### src/rtl/aes_decipher_arbiter_if.sv
// Requester-side bus of the AES decipher arbiter.
// Two requesters share this bundle; every per-requester signal is a 2-bit
// vector indexed by requester id. Response data and error are shared.
//   req_valid/req_ready   : request handshake, one bit per requester
//   req_block0/req_block1 : ciphertext block from requester 0 / 1
//   req_keylen            : per-requester key length (0 = AES128, 1 = AES256)
//   rsp_valid/rsp_ready   : response handshake, one bit per requester
//   rsp_data/rsp_err      : shared result bus and timeout flag
// master = requester side, slave = arbiter side.
interface aes_decipher_arbiter_if;
    logic [1:0]   req_valid;
    logic [1:0]   req_ready;
    logic [127:0] req_block0;
    logic [127:0] req_block1;
    logic [1:0]   req_keylen;
    logic [1:0]   rsp_valid;
    logic [1:0]   rsp_ready;
    logic [127:0] rsp_data;
    logic         rsp_err;

    modport master (
        output req_valid, req_block0, req_block1, req_keylen, rsp_ready,
        input  req_ready, rsp_valid, rsp_data, rsp_err
    );

    modport slave (
        input  req_valid, req_block0, req_block1, req_keylen, rsp_ready,
        output req_ready, rsp_valid, rsp_data, rsp_err
    );
endinterface

### src/rtl/aes_decipher_arbiter.sv
// Shares one AES decipher core between two requesters.
// A round-robin arbiter grants one request at a time, issues a one-cycle
// start pulse to the core, waits for the core (bounded by TIMEOUT cycles)
// and returns the result or a timeout error to the requester that owns it.
// Ports:
//   clk, rst_n      : clock, synchronous active-low reset
//   bus             : requester request/response bundle (slave modport)
//   core_next       : start pulse to the core
//   core_keylen     : key length of the job in flight
//   core_block      : ciphertext of the job in flight
//   core_round      : round index requested by the core
//   core_new_block  : core result
//   core_ready      : core done pulse
//   key_addr        : key-store address {owner_id, core_round}
//   busy            : high whenever the arbiter is not idle
module aes_decipher_arbiter #(
    parameter int unsigned TIMEOUT = 32,
    parameter int unsigned TO_W    = 6
) (
    input  logic                  clk,
    input  logic                  rst_n,
    aes_decipher_arbiter_if.slave bus,
    output logic                  core_next,
    output logic                  core_keylen,
    output logic [127:0]          core_block,
    input  logic [3:0]            core_round,
    input  logic [127:0]          core_new_block,
    input  logic                  core_ready,
    output logic [4:0]            key_addr,
    output logic                  busy
);

    typedef enum logic [1:0] {
        IDLE,
        ISSUE,
        WAIT,
        RESP
    } state_t;

    state_t            state;
    state_t            state_next;

    logic [127:0]      blk_reg;
    logic [127:0]      res_reg;
    logic              kl_reg;
    logic              owner_id;
    logic              rr_ptr;
    logic              err_reg;
    logic [TO_W-1:0]   to_cnt;

    logic              grant_any;
    logic              grant_id;
    logic              timeout_hit;

    // Two requesters: the pointer's requester wins if valid, else the other.
    always_comb begin
        grant_any = |bus.req_valid;
        grant_id  = rr_ptr ? bus.req_valid[1] : ~bus.req_valid[0];
    end

    assign timeout_hit = (to_cnt == TO_W'(TIMEOUT - 1));

    always_ff @(posedge clk) begin
        if (!rst_n) begin
            state <= IDLE;
        end else begin
            state <= state_next;
        end
    end

    always_comb begin
        state_next    = state;
        bus.req_ready = '0;
        bus.rsp_valid = '0;
        core_next     = 1'b0;
        unique case (state)
            IDLE: begin
                if (grant_any) begin
                    // Gated by rst_n so no grant is offered while reset is held.
                    bus.req_ready[grant_id] = rst_n;
                    state_next              = ISSUE;
                end
            end
            ISSUE: begin
                core_next  = 1'b1;
                state_next = WAIT;
            end
            WAIT: begin
                if (core_ready || timeout_hit) begin
                    state_next = RESP;
                end
            end
            RESP: begin
                bus.rsp_valid[owner_id] = 1'b1;
                if (bus.rsp_ready[owner_id]) begin
                    state_next = IDLE;
                end
            end
            default: state_next = IDLE;
        endcase
    end

    always_ff @(posedge clk) begin
        if (!rst_n) begin
            blk_reg  <= '0;
            res_reg  <= '0;
            kl_reg   <= 1'b0;
            owner_id <= 1'b0;
            rr_ptr   <= 1'b0;
            err_reg  <= 1'b0;
            to_cnt   <= '0;
        end else begin
            unique case (state)
                IDLE: begin
                    if (grant_any) begin
                        blk_reg  <= grant_id ? bus.req_block1 : bus.req_block0;
                        kl_reg   <= bus.req_keylen[grant_id];
                        owner_id <= grant_id;
                        rr_ptr   <= ~grant_id;
                    end
                end
                ISSUE: begin
                    to_cnt <= '0;
                end
                WAIT: begin
                    to_cnt <= to_cnt + TO_W'(1);
                    // A completion in the timeout cycle still counts as success.
                    if (core_ready) begin
                        res_reg <= core_new_block;
                        err_reg <= 1'b0;
                    end else if (timeout_hit) begin
                        res_reg <= '0;
                        err_reg <= 1'b1;
                    end
                end
                default: ;
            endcase
        end
    end

    assign bus.rsp_data = (state == RESP) ? res_reg : '0;
    assign bus.rsp_err  = (state == RESP) ? err_reg : 1'b0;
    assign core_block   = blk_reg;
    assign core_keylen  = kl_reg;
    assign key_addr     = {owner_id, core_round};
    assign busy         = (state != IDLE);

endmodule

### src/flat_wrapper.sv
// flat-port wrapper written by rule: the top's interface ports become plain ports
module aes_decipher_arbiter_flat 
#(
    parameter int unsigned TIMEOUT = 32,
    parameter int unsigned TO_W    = 6
)
  (clk, rst_n, core_next, core_keylen, core_block, core_round, core_new_block, core_ready, key_addr, busy, bus_req_valid, bus_req_block0, bus_req_block1, bus_req_keylen, bus_rsp_ready, bus_req_ready, bus_rsp_valid, bus_rsp_data, bus_rsp_err);
  aes_decipher_arbiter_if bus_i ();
  input  logic clk;
  input  logic rst_n;
  output logic core_next;
  output logic core_keylen;
  output logic [127:0] core_block;
  input  logic [3:0] core_round;
  input  logic [127:0] core_new_block;
  input  logic core_ready;
  output logic [4:0] key_addr;
  output logic busy;
  input wire logic [$bits(bus_i.req_valid)-1:0] bus_req_valid;
  input wire logic [$bits(bus_i.req_block0)-1:0] bus_req_block0;
  input wire logic [$bits(bus_i.req_block1)-1:0] bus_req_block1;
  input wire logic [$bits(bus_i.req_keylen)-1:0] bus_req_keylen;
  input wire logic [$bits(bus_i.rsp_ready)-1:0] bus_rsp_ready;
  output wire logic [$bits(bus_i.req_ready)-1:0] bus_req_ready;
  output wire logic [$bits(bus_i.rsp_valid)-1:0] bus_rsp_valid;
  output wire logic [$bits(bus_i.rsp_data)-1:0] bus_rsp_data;
  output wire logic [$bits(bus_i.rsp_err)-1:0] bus_rsp_err;
  assign bus_i.req_valid = bus_req_valid;
  assign bus_i.req_block0 = bus_req_block0;
  assign bus_i.req_block1 = bus_req_block1;
  assign bus_i.req_keylen = bus_req_keylen;
  assign bus_i.rsp_ready = bus_rsp_ready;
  assign bus_req_ready = bus_i.req_ready;
  assign bus_rsp_valid = bus_i.rsp_valid;
  assign bus_rsp_data = bus_i.rsp_data;
  assign bus_rsp_err = bus_i.rsp_err;
  aes_decipher_arbiter #(.TIMEOUT(TIMEOUT), .TO_W(TO_W)) u_core (.clk(clk), .rst_n(rst_n), .bus(bus_i), .core_next(core_next), .core_keylen(core_keylen), .core_block(core_block), .core_round(core_round), .core_new_block(core_new_block), .core_ready(core_ready), .key_addr(key_addr), .busy(busy));
endmodule
### config.mk
export PLATFORM = sky130hd
export DESIGN_NAME = aes_decipher_arbiter_flat
export DESIGN_NICKNAME = d
export VERILOG_FILES = /design/src/rtl/aes_decipher_arbiter_if.sv /design/src/rtl/aes_decipher_arbiter.sv /design/src/flat_wrapper.sv
export SDC_FILE = /design/constraint.sdc
export NUM_CORES = 1
export LEC_CHECK = 0
export ABC_AREA = 0
export BUFFER_PORTS_ARGS = -buffer_cell sky130_fd_sc_hd__buf_2
export CAP_MARGIN = 5
export CORE_AREA = 2 2 256 258
export CTS_CLUSTER_DIAMETER = 30
export CTS_CLUSTER_SIZE = 20
export DETAILED_ROUTE_END_ITERATION = 16
export DIE_AREA = 0 0 258 260
export HOLD_SLACK_MARGIN = 0.08
export PLACE_DENSITY = 0.41
export RECOVER_POWER = 50
export SETUP_SLACK_MARGIN = 0.4
export SLEW_MARGIN = 20
export SYNTH_ARGS = -nofsm -noshare
export SYNTH_HDL_FRONTEND = slang
export SYNTH_SLANG_ARGS = --single-unit
### constraint.sdc
create_clock -name clk -period 3.2 [get_ports clk]
set_clock_uncertainty 0.15 [all_clocks]
set_input_delay 0.8 -clock clk [delete_from_list [all_inputs] [get_ports clk]]
set_output_delay 0.8 -clock clk [all_outputs]
set_load 0.1 [all_outputs]
### Word level (Yosys, flattened, before mapping)

Index checks and enable logic that the tools add are counted.

| operators by class | value |
|---|---|
| reductions and logical operators | 11 |
| equality and inequality tests | 7 |
| $lt $le $gt $ge | 4 |
| muxes and demuxes | 25 |
| add/subtract/negate cells | 1 |
| bitwise gates (word level) | 3 |

Operators by type and width:

| operator | count |
|---|---|
| 128-bit 2-to-1 mux | 4 |
| 2-bit 2-to-1 mux | 6 |
| 6-bit case mux with 2 select lines | 1 |
| 1-bit 2-to-1 mux | 11 |
| 2-bit case mux with 4 select lines | 1 |
| 6-bit by 1-bit adder with 6-bit output, second input constant | 1 |
| 6-bit by 5-bit == test with 1-bit output, second input constant | 1 |
| 2-bit by 1-bit != test with 1-bit output, second input constant | 3 |
| 2-bit nonzero test | 3 |
| 2-bit == test, second input constant | 2 |
| 1-bit by 2-bit less-than comparator with 1-bit output, second input constant | 2 |
| 2-bit AND reduction | 2 |
| 3-bit AND reduction | 1 |
| 2-bit bitwise AND | 1 |
| 1-bit demux with 1-bit select | 2 |
| 2-bit by 1-bit == test with 1-bit output, second input constant | 1 |
| 1-bit >= comparator, second input constant | 2 |
| 1-bit logical AND | 2 |
| 2-bit logical NOT | 1 |
| 1-bit inverter | 2 |
| 2-bit OR reduction | 1 |
| 1-bit logical OR | 1 |

| word-level totals | value |
|---|---|
| input port bits | 397 |
| output and inout port bits | 269 |
| logic and storage cells | 59 |
| register bits | 268 |

### Longest topological paths before layout

Gate-level depths: netlist of the first run.

| logic depth | value |
|---|---|
| depth in word-level cells | 9 |
| depth in mapped cells | 8 |
| gate-level depth less buffers | 6 |

### Worst setup path after synthesis of the first run

Ideal clock, no wire load.

| timing path | value |
|---|---|
| path kind | input to output |
| from | input bus_req_valid[0] |
| to | output bus_req_ready[1] |
| stages | 6 |
| arrival time | 3,398 ps |
| slack | -1,148 ps |
| buffers on the path | 3 |
| required time | 2,250 ps |
| cell sequence | inv_1 -> mux2i_1 -> buf_2 -> buf_8 -> buf_6 -> nor3_1 |

| between the ends | value |
|---|---|
| longest elaborated chain between the ends | 9 |
| elaborated cells on any way between the ends | 11 |
| those cells by class | order compare (2); mux (5); bitwise (2); reduce/logical (2) |

RTL lines:

| item | line | text |
|---|---|---|
| start, declared | flat_wrapper.sv:19 | `input wire logic [$bits(bus_i.req_valid)-1:0] bus_req_valid;` |
| 1-bit inverter | aes_decipher_arbiter.sv:58 | `grant_id = rr_ptr ? bus.req_valid[1] : ~bus.req_valid[0];` |
| 1-bit 2-to-1 mux | aes_decipher_arbiter.sv:58 |  |
| 1-bit by 2-bit less-than comparator with 1-bit output (implied by the code) / 1-bit >= comparator (equally long branches) | aes_decipher_arbiter.sv:80 | `bus.req_ready[grant_id] = rst_n;` |
| 1-bit logical AND (implied by the code) | aes_decipher_arbiter.sv:80 |  |
| 1-bit 2-to-1 mux (implied by the code) | aes_decipher_arbiter.sv:80 |  |
| 1-bit demux with 1-bit select | - |  |
| 2-bit bitwise AND (no line) | - |  |
| 2-bit 2-to-1 mux * | aes_decipher_arbiter.sv:78 | `if (grant_any) begin` |
| 2-bit 2-to-1 mux * | aes_decipher_arbiter.sv:76 | `unique case (state)` |
| end, declared | flat_wrapper.sv:24 | `output wire logic [$bits(bus_i.req_ready)-1:0] bus_req_ready;` |

Mark *: on every way between the ends. The rest lies on a longest branch, timed or not.

### Worst setup path in the final report of the first run

| timing path | value |
|---|---|
| from | register u_core.state[1] |
| to | output bus_rsp_data[121] |

| between the ends | value |
|---|---|
| longest elaborated chain between the ends | 2 |

RTL lines:

| item | line | text |
|---|---|---|
| start, declared | aes_decipher_arbiter.sv:40 | `state_t state;` |
| start signal, assigned | aes_decipher_arbiter.sv:67 | `state <= state_next;` |
| 2-bit == test | aes_decipher_arbiter.sv:141 | `assign bus.rsp_data = (state == RESP) ? res_reg : '0;` |
| 128-bit 2-to-1 mux | aes_decipher_arbiter.sv:141 |  |
| end, declared | flat_wrapper.sv:26 | `output wire logic [$bits(bus_i.rsp_data)-1:0] bus_rsp_data;` |

No other way between the ends.

==> results.md, run 1 <==
- Post-synth cell types: 32
- Core area: 64100 um^2
- CP arrival: 1.94 ns
- Die Y: 260 um
- Peak VDD IR: 0.000627 V
- Post-synth top area cell: dfxtp_1
- Max Clk Rate: 346 MHz
- Synthesized area: 11000 um^2
- I/O Buffers: 657
- # Max-Cap Violations: 1
- Syn_area_per_cell: 10.2 um^2
- Sw frac: 44.5%
- CTS Sinks: 268
- Post-synthesis adder-cell area fraction: 0.569%
- Syn_nets: 1477
- Flop-to-flop setup slack: 0.58 ns
- Routed via count: 11000
- Worst-path fanout max: 7
- Cell count of the worst reg-to-reg path: 6
- Relative slew slack: -17.6%
- Synth-to-Final Area Change: 88.8%
- IO Pins: 666
- Vias in the first global route: 11200
- Worst Path Class, Setup: flop to output pin
- CP Data Required Time: 2.25 ns
- Failing checks: max-capacitance violations, max-slew violations
- Largest net degree at the start of global routing: 135
- Worst Hold Path Cells: 2
- Drt initial violations: 513
- Total congestion overflow: 0
- Final setup fails: 0
- Post-Synthesis Cells: 1075
- Max clock buf depth: 3
- Asr flop ratio synth: 0%
- DP HPWL: 32600 um
- Die width: 258 um
- Mux contribution to synthesized area: 12.1%
- Worst-Skew Late Latency: 0.60 ns
- Layout cell share with drive strength beyond 1: 47.5%
- Min Hold Slack: 0.260 ns
- Clock slew at reported path FFs: 0.04 ns
- Final min period: 2.89 ns
- Wirelength per Cell: 18.1 um
- Post-layout nets: 2165
- Post-synth EDFFs: 0
- CTS buffer count: 83
- Row cnt: 93
- Total GRT Usage: 13.2%
- Top cells by area, synth: dfxtp_1, mux2i_1, a22o_1, a211oi_1, and2_1
- Min-Delay Startpoint: core_new_block[99]
- Cell-internal power: 12.7 mW
- Status: finished with violations
- # DRC: 0
- Total net switching power: 10.2 mW
- Final TNS setup: 0 ns
- Initial antenna violation count: 4
- YS warnings: 0
- Synth Area in XOR/XNOR: 0.319%
- Critical R2R Launch: u_core.to_cnt[0]
- Slew Viols, Final: 134
- H-tree Lvls: 3
- Fin crit share: 90.2%
- Seq pwr share: 20.3%
- Synth Flop Type: dfxtp_1
- Comb pwr share: 40.5%
- Die area: 67100 um^2
- Clock network fraction of design power: 39.1%
- Seq/Total Area, Yosys: 48.8%
- Simple-gate share of the synthesized area: 12.9%
- RSZ-0062 raised after global routing: yes
- Hold crit path type: input port to flop
- Drt via density: 4.08
- Fin. Hold Viols: 0
- Fin util: 32.4%
- CTS tree: done
- First-pass GRT wire length: 67600 um
- DRT Pass-1 Iters: 5
- Slew @ Worst Pin: 1.76 ns
- Setup crit end kind: output pin
- Main combinational cell family by area after synthesis: compound AO/OA/AOI/OAI gates
- Share of the synthesized area in the top cell type: 48.8%
- GP Congestion: 0.824
- Crit path launch type: flop
- Final wirelength: 48600 um
- Power Dens Cells: 1100 nW/um^2
- Antenna viol nets, final: 0
- RR Endpoint: u_core.res_reg[114]
- Flops & latches, synth: 268
- Compound-gate portion of the synthesized area: 20.0%
- Initial Util: 17.1%
- End of the worst hold path: u_core.res_reg[99]
- Pleak: 9.25 nW
- Clock Tree Root: clkbuf_16
layout by cell type (no fill, tap or decap), types with 10 or more instances in the layout:
cell	Yosys	layout
a211oi_1	124	130
a22o_1	128	128
and2_1	130	34
and2_4	0	96
buf_12	0	125
buf_2	31	432
buf_4	11	10
buf_6	1	26
bufinv_16	0	16
clkbuf_1	50	99
clkbuf_16	0	91
clkbuf_8	0	18
clkinv_2	0	17
dfxtp_1	268	266
mux2i_1	133	132
nor2_1	139	139
cell families after synthesis:
group,after synthesis
flip-flops,268
AO/OA/AOI/OAI,269
buffers and inverters,111
multiplexers,133
AND/OR/NAND/NOR,285
adder cells (fa/ha/maj),5
XOR/XNOR,4
cell type report:
| cell class | instances | area (um^2) |
|---|---|---|
| fillers | 6506 | 43400 |
| repair buffers | 708 | 5850 |
| flip-flops and latches | 268 | 5370 |
| multi-input cells | 696 | 5320 |
| clock buffers | 106 | 2340 |
| well taps | 855 | 1070 |
| clock inverters | 44 | 759 |
| inverters | 6 | 27.5 |
| diodes | 1 | 2.50 |
stage by stage:
step / power, mW / std cells / setup WS, ns / area [um^2]
after floorplan: 11.9 / 1075 / 0.128 / 11000
after global routing: 23.8 / 2683 / 0.220 / 20700
after global placement: 13.6 / 2502 / 0.464 / 15300
final: 22.8 / 2684 / 0.313 / 20800
after detailed placement: 13.6 / 2502 / 0.437 / 15300
after CTS: 23.0 / 2665 / 0.242 / 20100
synthesized netlist by cell type, types with 2 or more instances:
| cell type | count |
|---|---|
| nand2_1 | 7 |
| o21ai_0 | 3 |
| nand4_1 | 3 |
| and3_1 | 2 |
| mux2i_1 | 133 |
| ha_1 | 5 |
| and2_1 | 130 |
| buf_1 | 5 |
| clkbuf_1 | 50 |
| buf_2 | 31 |
| dfxtp_1 | 268 |
| a22o_1 | 128 |
| a21oi_1 | 3 |
| nor2_1 | 139 |
| xor2_1 | 3 |
| a211oi_1 | 124 |
| buf_8 | 7 |
| a211oi_2 | 6 |
| inv_1 | 5 |
| buf_4 | 11 |
worst max path at each step:
stage	from	to	slack, ns	depth (start not counted)
2_1_floorplan	bus_req_valid[0]	bus_req_ready[1]	0.13	6
3_3_place_gp	bus_req_valid[1]	bus_req_ready[0]	0.46	5
3_5_place_dp	bus_req_valid[1]	bus_req_ready[1]	0.44	4
4_1_cts	u_core.owner_id	key_addr[4]	0.24	1
5_1_grt	u_core.state[0]	bus_req_ready[0]	0.22	6
6_report	u_core.state[1]	bus_rsp_data[121]	0.31	6
routing by layer:
layer,vias up,global-route usage [%],wire [um]
li1,5304,-,-
met1,5009,14.4,18500
met3,91,4.49,3950
met5,-,0,0
met2,553,23.4,24500
met4,0,5.72,1640
critical path: stages (launching register included):
cell and delay, ns:
dfxtp_4 0.36, ha_4 0.21, buf_12 0.18, buf_12 0.12, clkbuf_16 0.13, and2_4 0.15
buf_12 0.17
power by group through the flow:
stage / Clock, mW / Sequential, mW / Combinational [mW]
5_1_grt: 9.30 / 4.75 / 9.72
3_5_place_dp: 0 / 4.65 / 8.97
3_3_place_gp: 0 / 4.64 / 8.95
4_1_cts: 9.11 / 4.62 / 9.24
2_1_floorplan: 0 / 8.94 / 2.91
6_report: 8.93 / 4.64 / 9.25
repair_timing:
action | CTS | global route
hold buffers | 0 | 0
resized for setup | 414 | 155
gates cloned | 6 | 11
buffers inserted | 7 | 7
setup endpoints to repair | 136 | 121
pin swaps | 4 | 27
Note: power is estimated with default switching activity, not from simulation.
==> inputs of run 2 (changes only) <==
PLACE_DENSITY = 0.5   (was 0.41)
==> run 2 against run 1 <==
  * Via count fell by 0.55%
  * Critical endpoint is now bus_req_ready[1]
  * Largest power group unchanged
  * Critical path depth is 2 lower
  * The run now ends clean
  * Global-route usage fell by 0.75 points
==> results.md, run 2 (synthesized netlist as in run 1, its figures left out) <==
- Max stage delay cell, worst path: clkinvlp_2 (was dfxtp_4)
- DP HPWL: 30100 um (was 32600 um)
- Max Clk Rate: 350 MHz (was 346 MHz)
- Final instance area: 20300 um^2 (was 20800 um^2)
- Drt via density: 4.09 (was 4.08)
- Die Y: 260 um (unchanged)
- Min-Delay Startpoint: core_new_block[15] (was core_new_block[99])
- CP Data Required Time: 2.25 ns (about the same)
- Most frequent cells in the layout: buf_2, dfxtp_1, nor2_1, mux2i_1 (was buf_2, dfxtp_1, nor2_1, mux2i_1, a211oi_1)
- RR Endpoint: u_core.core_block[110] (was u_core.res_reg[114])
- Most common cell after layout, fill and taps aside: buf_2 (unchanged)
- Core area: 64100 um^2 (unchanged)
- Total GRT Usage: 12.5% (was 13.2%)
- Relative slew slack: 5.95% (was -17.6%)
- Layout cell share with drive strength beyond 1: 51.1% (was 47.5%)
- GP Congestion: 0.861 (was 0.824)
- IO Pins: 666 (unchanged)
- CTS Sinks: 268 (unchanged)
- Row cnt: 93 (unchanged)
- Slew Viols, Final: 0 (was 134)
- DRT Pass-1 Iters: 5 (unchanged)
- End of the worst hold path: u_core.res_reg[15] (was u_core.res_reg[99])
- Worst-path fanout max: 4 (was 7)
- Routed via count: 10900 (was 11000)
- Critical R2R Launch: u_core.rr_ptr (was u_core.to_cnt[0])
- Total congestion overflow: 0 (unchanged)
- Largest net degree at the start of global routing: 132 (was 135)
- Worst Path Class, Setup: input port to output pin (was flop to output pin)
- Initial antenna violation count: 2 (was 4)
- Clock slew at reported path FFs: 0.04 ns (about the same)
- Clock Tree Root: clkbuf_16 (unchanged)
- Synth-to-Final Area Change: 84.6% (was 88.8%)
- CTS buffer count: 74 (was 83)
- # Max-Cap Violations: 0 (was 1)
- Final setup fails: 0 (unchanged)
- Final Total Pwr: 21.8 mW (was 22.8 mW)
- Status: completed (was finished with violations)
- Die area: 67100 um^2 (unchanged)
- Crit path launch: rst_n (was u_core.state[1])
- Initial Util: 17.1% (unchanged)
- Worst Hold Path Cells: 2 (unchanged)
- Fin. Hold Viols: 0 (unchanged)
- Cell count after placement: 2510 (was 2502)
- H-tree Lvls: 3 (unchanged)
- Pleak: 9.30 nW (was 9.25 nW)
- Final wirelength: 45400 um (was 48600 um)
- Peak VDD IR: 0.00104 V (was 0.000627 V)
- Post-layout nets: 2154 (was 2165)
- # DRC: 0 (unchanged)
- Vias in the first global route: 11300 (was 11200)
- Drt initial violations: 535 (was 513)
- Die width: 258 um (unchanged)
- RSZ-0062 raised after global routing: yes (unchanged)
- Finished Layout Cells: 2667 (was 2684)
- Crit path launch type: input port (was flop)
- Slew @ Worst Pin: 1.41 ns (was 1.76 ns)
- Final TNS setup: 0 ns (unchanged)
- CTS tree: done (unchanged)
- Crit-path max cell delay: 0.40 ns (was 0.36 ns)
- Power Dens Cells: 1070 nW/um^2 (was 1100 nW/um^2)
- Setup crit end kind: output pin (unchanged)
- Hold crit path type: input port to flop (unchanged)
- Fin crit share: 89.2% (was 90.2%)
- Cell count of the worst reg-to-reg path: 5 (was 6)
- Flop-to-flop setup slack: 0.35 ns (was 0.58 ns)
- Final min period: 2.85 ns (was 2.89 ns)
- Wirelength per Cell: 17.0 um (was 18.1 um)
- Buf/Inv on CP: 3 (was 4)
- Antenna viol nets, final: 0 (unchanged)
- CP Cell Sequence: clkbuf_1 > clkinvlp_2 > nor3_4 > buf_12 (was ha_4 > buf_12 > buf_12 > clkbuf_16 > and2_4 > buf_12)
- First-pass GRT wire length: 64800 um (was 67600 um)
- Hold buffers post-CTS: 0 (unchanged)
- I/O Buffers: 657 (unchanged)
- Worst-Skew Late Latency: 0.59 ns (was 0.60 ns)
- Cell Area, Placed: 15200 um^2 (was 15300 um^2)
- CP arrival: 1.90 ns (was 1.94 ns)
- Max clock buf depth: 3 (unchanged)
- Top delay family on crit path: buffers and inverters (unchanged)
run 2: cell types whose count changed in the layout (fill, tap and decap cells not counted), sizes merged:
cell	delta
clkinvlp	-1
clkinv	-5
bufinv	-2
buf	+85
clkbuf	-93
inv	-1
run 2: what timing repair did:
action,in CTS,in global routing
pin swaps,2,6
buffers inserted,11,2
gates cloned,3,5
endpoints found under the setup margin,135,125
gates resized for setup,547,53
run 2: how the worst max path moves through the flow:
stage               cells past startpoint  slack, ns                     end
detailed placement                      7       0.48  u_core.core_block[110]
global placement                        4       0.49        bus_req_ready[1]
CTS                                     5       0.30       bus_rsp_data[124]
finish                                  4       0.35        bus_req_ready[1]
floorplan                               6       0.13        bus_req_ready[1]
global route                            8       0.16   u_core.core_block[34]
run 2: metrics by stage:
stage / hold WS [ns] / worst slack (ns) / utilization, %
after floorplan: 0.284 / 0.128 / -
after global placement: 0.297 / 0.487 / 23.7
after detailed placement: 0.297 / 0.480 / 23.7
after CTS: 0.233 / 0.296 / 31.3
after global routing: 0.250 / 0.162 / 31.6
final: 0.290 / 0.346 / 31.6
run 2: report_power, final:
part           internal [mW]  switching (mW)
Combinational           2.04            7.07
Clock                   5.80            2.23
Sequential              4.19           0.462
run 2: routing by layer:
metal | share of wire (%) | global-route usage [%]
met5 | 0 | 0
met2 | 50 | 22.1
met1 | 38 | 13.4
met3 | 8.3 | 4.14
met4 | 3.6 | 5.89
run 2: layout make-up:
class / count / area, um^2
Fill cell: 6464 / 43800
Antenna cell: 1 / 2.50
Tap cell: 855 / 1070
Timing Repair Buffer: 706 / 5750
Multi-Input combinational cell: 696 / 5320
Clock buffer: 100 / 2150
Clock inverter: 35 / 586
Sequential cell: 268 / 5370
Inverter: 6 / 27.5
run 2: worst reg2reg max path, delay by kind of cell (launching register included):
kind                   cells  cell delay (ns)
muxes                      2             0.88
buffers and inverters      2             1.13
AOI/OAI and AO/OA          1             0.12
DFF                        1             0.39
